File: src/rtl/pwls_sched_pkg.sv
// pwls_sched_pkg: shared FSM states, ALU micro-op codes and frame constants
package pwls_sched_pkg;
  typedef enum logic [2:0] {IDLE, LOAD, PHASE, SHAPE, SCALE, ACCUM, DONE} state_t;
  typedef enum logic [2:0] {
    OP_NOP   = 3'd0,
    OP_PHASE = 3'd1,
    OP_SHAPE = 3'd2,
    OP_SCALE = 3'd3,
    OP_ACCUM = 3'd4
  } alu_op_t;
  localparam int STAGES_PER_CH = 5;
  function automatic alu_op_t op_of(state_t s);
    return s == PHASE ? OP_PHASE :
           s == SHAPE ? OP_SHAPE :
           s == SCALE ? OP_SCALE :
           s == ACCUM ? OP_ACCUM : OP_NOP;
  endfunction
endpackage

File: src/rtl/pwls_rf_port_arbiter.sv
// pwls_rf_port_arbiter: shares the single register-file port between scheduler reads and host writes
module pwls_rf_port_arbiter #(
  parameter int CH_BITS = 2
) (
  input  logic               sched_load_i,
  input  logic [CH_BITS-1:0] sched_chan_i,
  input  logic               wr_req_i,
  input  logic [CH_BITS-1:0] wr_chan_i,
  output logic               wr_ack_o,
  output logic               rf_wr_en_o,
  output logic               rf_rd_en_o,
  output logic [CH_BITS-1:0] rf_chan_o
);
  assign wr_ack_o   = wr_req_i & ~sched_load_i;
  assign rf_wr_en_o = wr_ack_o;
  assign rf_rd_en_o = sched_load_i;
  assign rf_chan_o  = wr_ack_o ? wr_chan_i : sched_chan_i;
endmodule

File: src/rtl/pwls_channel_scheduler.sv
// pwls_channel_scheduler: per-frame micro-sequencer sharing one ALU across all voices
module pwls_channel_scheduler
  import pwls_sched_pkg::*;
#(
  parameter int NUM_CHANNELS = 4,
  parameter int CH_BITS      = (NUM_CHANNELS > 1) ? $clog2(NUM_CHANNELS) : 1,
  parameter int REG_BITS     = 3
) (
  input  logic                    clk,
  input  logic                    rst_n,
  input  logic                    sample_tick,
  input  logic [NUM_CHANNELS-1:0] chan_enable,
  output logic                    rf_rd_en,
  output logic [CH_BITS-1:0]      rf_chan,
  output logic                    rf_wr_en,
  input  logic                    wr_req,
  input  logic [CH_BITS-1:0]      wr_chan,
  input  logic [REG_BITS-1:0]     wr_reg,
  output logic                    wr_ack,
  output logic                    alu_en,
  output logic [2:0]              alu_op,
  output logic                    acc_clear,
  output logic                    out_valid,
  input  logic                    out_ready,
  output logic                    busy,
  output logic                    overrun,
  input  logic                    overrun_clr
);
  state_t             state_q, state_d;
  logic [CH_BITS-1:0] ch_q, ch_d;
  logic               en_q, en_d;
  logic               overrun_q, overrun_d;
  logic               last_ch;
  // The register index travels to the register file directly; nothing here decodes it.
  logic               unused_wr_reg;
  assign unused_wr_reg = ^wr_reg;
  assign last_ch = ch_q == CH_BITS'(NUM_CHANNELS - 1);
  always_ff @(posedge clk or negedge rst_n) begin
    if (!rst_n) begin
      state_q   <= IDLE;
      ch_q      <= '0;
      en_q      <= 1'b0;
      overrun_q <= 1'b0;
    end else begin
      state_q   <= state_d;
      ch_q      <= ch_d;
      en_q      <= en_d;
      overrun_q <= overrun_d;
    end
  end
  always_comb begin
    state_d = state_q;
    ch_d    = ch_q;
    en_d    = en_q;
    case (state_q)
      IDLE:    state_d = sample_tick ? LOAD : IDLE;
      LOAD: begin
        state_d = PHASE;
        en_d    = chan_enable[ch_q];
      end
      PHASE:   state_d = SHAPE;
      SHAPE:   state_d = SCALE;
      SCALE:   state_d = ACCUM;
      ACCUM: begin
        state_d = last_ch ? DONE : LOAD;
        ch_d    = last_ch ? '0 : ch_q + CH_BITS'(1);
      end
      DONE:    state_d = out_ready ? IDLE : DONE;
      default: state_d = IDLE;
    endcase
    // A dropped tick wins over a same-cycle clear so no overrun is ever lost.
    overrun_d = (sample_tick && state_q != IDLE) || (overrun_q && !overrun_clr);
  end
  always_comb begin
    alu_op    = op_of(state_q);
    alu_en    = (alu_op != OP_NOP) && en_q;
    acc_clear = (state_q == LOAD) && (ch_q == '0);
    out_valid = state_q == DONE;
    busy      = state_q != IDLE;
    overrun   = overrun_q;
  end
  pwls_rf_port_arbiter #(.CH_BITS(CH_BITS)) u_arb (
    .sched_load_i (state_q == LOAD),
    .sched_chan_i (ch_q),
    .wr_req_i     (wr_req),
    .wr_chan_i    (wr_chan),
    .wr_ack_o     (wr_ack),
    .rf_wr_en_o   (rf_wr_en),
    .rf_rd_en_o   (rf_rd_en),
    .rf_chan_o    (rf_chan)
  );
endmodule

File: config.mk
export PLATFORM = sky130hd
export DESIGN_NAME = pwls_channel_scheduler
export DESIGN_NICKNAME = d
export VERILOG_FILES = /design/src/rtl/pwls_sched_pkg.sv /design/src/rtl/pwls_rf_port_arbiter.sv /design/src/rtl/pwls_channel_scheduler.sv
export SDC_FILE = /design/constraint.sdc
export NUM_CORES = 1
export LEC_CHECK = 0
export CELL_PAD_IN_SITES_DETAIL_PLACEMENT = 1
export CELL_PAD_IN_SITES_GLOBAL_PLACEMENT = 2
export CORE_UTILIZATION = 19
export DETAILED_ROUTE_END_ITERATION = 16
export PLACE_DENSITY_LB_ADDON = 0.05
export SYNTH_ARGS = -nofsm -noshare
export SYNTH_HDL_FRONTEND = slang
export SYNTH_SLANG_ARGS = --single-unit
File: constraint.sdc
create_clock -name clk -period 1.8 [get_ports clk]
set_input_delay 0.27 -clock clk [delete_from_list [all_inputs] [get_ports clk]]
set_output_delay 0.27 -clock clk [all_outputs]
set_load 0.02 [all_outputs]
==> reports/qor.txt <==
Hold Buf Count CTS: 0
Worst setup EP type: output pin
Register area share after synthesis: 37.2%
Via density: 4.27
Synth-to-layout area growth: 68.1%
Layout Utilization: 34.7%
Starting Density: 20.7%
Diode count: 0
Drt first pass iters: 4
Clock buffer depth: 2
Power density cells: 1720 mW/mm2
Status: finished with violations
Proportion of layout cells with a drive suffix above 1: 32.1%
Final net count: 99
Gr usage total: 10.6%
Hold/Removal Path Class: in2async
Core Region: 0.00228 mm2
Critical Path End: rf_chan[0]
Worst-skew pair later-pin latency: 240 ps
Synth Net Count: 67
Port bufs: 24
Largest net degree at the start of global routing: 13
Critical path arrival: 1560 ps
CTS tree: done
CP Class: reg2out
Fillcell total: 280
Rel. slew slack: 76.7%
Via count: 465
Synth warn: 0
Crit path max fanout: 3
Clk sinks: 7
#FFs+latches synth: 7
Detail Placement HPWL: 1.01 mm
Worst Clk Skew: 0.981 ps
Min Tclk post-route: 1830 ps
Ports: 28
Site Rows: 17
Setup TNS: -65.3 ps
Slew Viols, Final: 0
RSZ-0062 raised after global routing: yes
Worst-path clk slew: 50 ps
Distinct cells, synth: 24
Leakage: 0.402 nW
Htree depth: 1
Syn Inst Count: 50
Worst EP required: 1530 ps
Die H: 51.8 um
First-pass GRT wire length: 1.99 mm
Final Hold Fails: 0
# placed instances: 105
Final setup fails: 2
Avg Cell Area, Syn: 9.41 um2
Reg-to-Reg End: en_q
Routed WL: 1.27 mm
Area of the die: 0.00268 mm2
Peak supply drop: 0.524 mV
Worst Max-Slew Pin Slew: 348 ps
Reg2reg setup slack: 430 ps
Final ANT Viol Nets: 0
Max Cap Violations: 0
Pre-CTS WS: -197 ps
Total gr overflow: 0
Failing checks: negative setup slack
CTS buffer count: 3
Mapped cell area: 470 um2
Tcrit/Tclk final: 102%
RD Place Congestion: 0.671
Post-CTS Setup Repair Bufs: 0
CP Launch Type: flop
Non-Filler Instances: 109
Worst setup startpoint: state_q[2]
Post-DP Area: 773 um2
WL/cell: 11.6 um
Worst r2r path cells: 2
DRC Markers: 0
Fmax: 0.545 GHz
Commonest non-fill, non-tap cell in the layout: clkdlybuf4s50_1
Initial DRC count: 4
Vias in the first global route: 437
FF-to-FF Start: ch_q[0]
Commonest non-fill, non-tap cells in the layout: 12 x clkdlybuf4s50_1, 7 x dfrtp_1, 7 x buf_4
Final instance area: 791 um2
Initial antenna violation count: 0
Die width: 51.8 um
Fin worst setup slack: -33.5 ps
Root Driver: clkbuf_4
-- registers in the layout, summed over array words and instances (netlist names) --
name and flops:
ch_q 2, overrun 1, en_q 1, state_q 3
-- cells by family after synthesis --
family / share of synthesized area, %
simple gates: 21.3
buf+inv: 9.31
compound gates: 9.84
flops: 37.2
mux: 15.2
fa+ha+maj: 5.32
xor+xnor: 1.86
-- cell type report --
type                       count  area [um2]  area share, %
multi-input combinational     33         267           33.7
timing repair buffer          30         262           33.1
sequential                     7         175           22.2
tap                           28        35.0           4.43
clock buffer                   4        26.3           3.32
inverter                       7        26.3           3.32
-- cells in the mapped netlist --
master / instances / area share (%)
a21oi_1: 2 / 2.1
and2_1: 1 / 1.3
and3_1: 1 / 1.3
buf_2: 2 / 2.1
buf_4: 1 / 1.6
dfrtp_1: 7 / 37
ha_1: 2 / 5.3
inv_1: 7 / 5.6
mux2_1: 2 / 4.8
mux2_2: 1 / 2.4
mux2_4: 1 / 3.2
mux4_2: 1 / 4.8
nand2_1: 4 / 3.2
nand2_2: 1 / 1.3
nand3_1: 1 / 1.1
nand3b_1: 2 / 3.2
nor2_1: 1 / 0.80
nor2b_1: 3 / 4.0
o21ai_0: 4 / 4.3
o31ai_1: 1 / 1.6
o32ai_1: 1 / 1.9
or3_1: 2 / 2.7
or3b_4: 1 / 2.4
xnor2_1: 1 / 1.9
-- metal layers --
metal / global-route usage, % / vias to the layer above / part of all wire, %
met5: 0 / - / 0
met4: 4.05 / 0 / 0
met2: 16.5 / 12 / 47
met1: 12.9 / 223 / 46
met3: 4.68 / 0 / 6.5
li1: - / 230 / -
-- how the worst min path moves through the flow --
stage | cells past startpoint | to | from | slack [ps]
after global placement | 1 | en_q | en_q | 490
after detailed placement | 1 | en_q | en_q | 510
after global routing | 1 | en_q | rst_n | 310
final | 1 | en_q | rst_n | 300
after floorplan | 0 | ch_q[0] | rst_n | -30
after CTS | 1 | en_q | rst_n | 300
-- where the power goes --
part / switching [mW] / internal (mW) / leakage, nW / total [mW]
registers: 0.0634 / 0.232 / 0.0852 / 0.295
logic: 0.465 / 0.462 / 0.302 / 0.927
clock network: 0.0526 / 0.0842 / 0.0150 / 0.137
total: 0.581 / 0.778 / 0.402 / 1.36
-- metrics by stage --
step	power, mW	hold slack (ps)
after floorplan	0.829	-25.6
after global placement	1.25	493
after detailed placement	1.26	510
after CTS	1.33	299
after global routing	1.48	312
final	1.36	298
-- repair_timing --
action,in CTS,in global routing
endpoints found under the setup margin,12,8
resized for setup,30,17
pin swaps,0,2
-- worst max-delay path, stage by stage (launching register included) --
cell and delay [ps]:
dfrtp_1 380, or3b_4 420, nand2_4 90, mux2_4 300, buf_6 130
No activity file was read; power rests on OpenSTA's default activity.
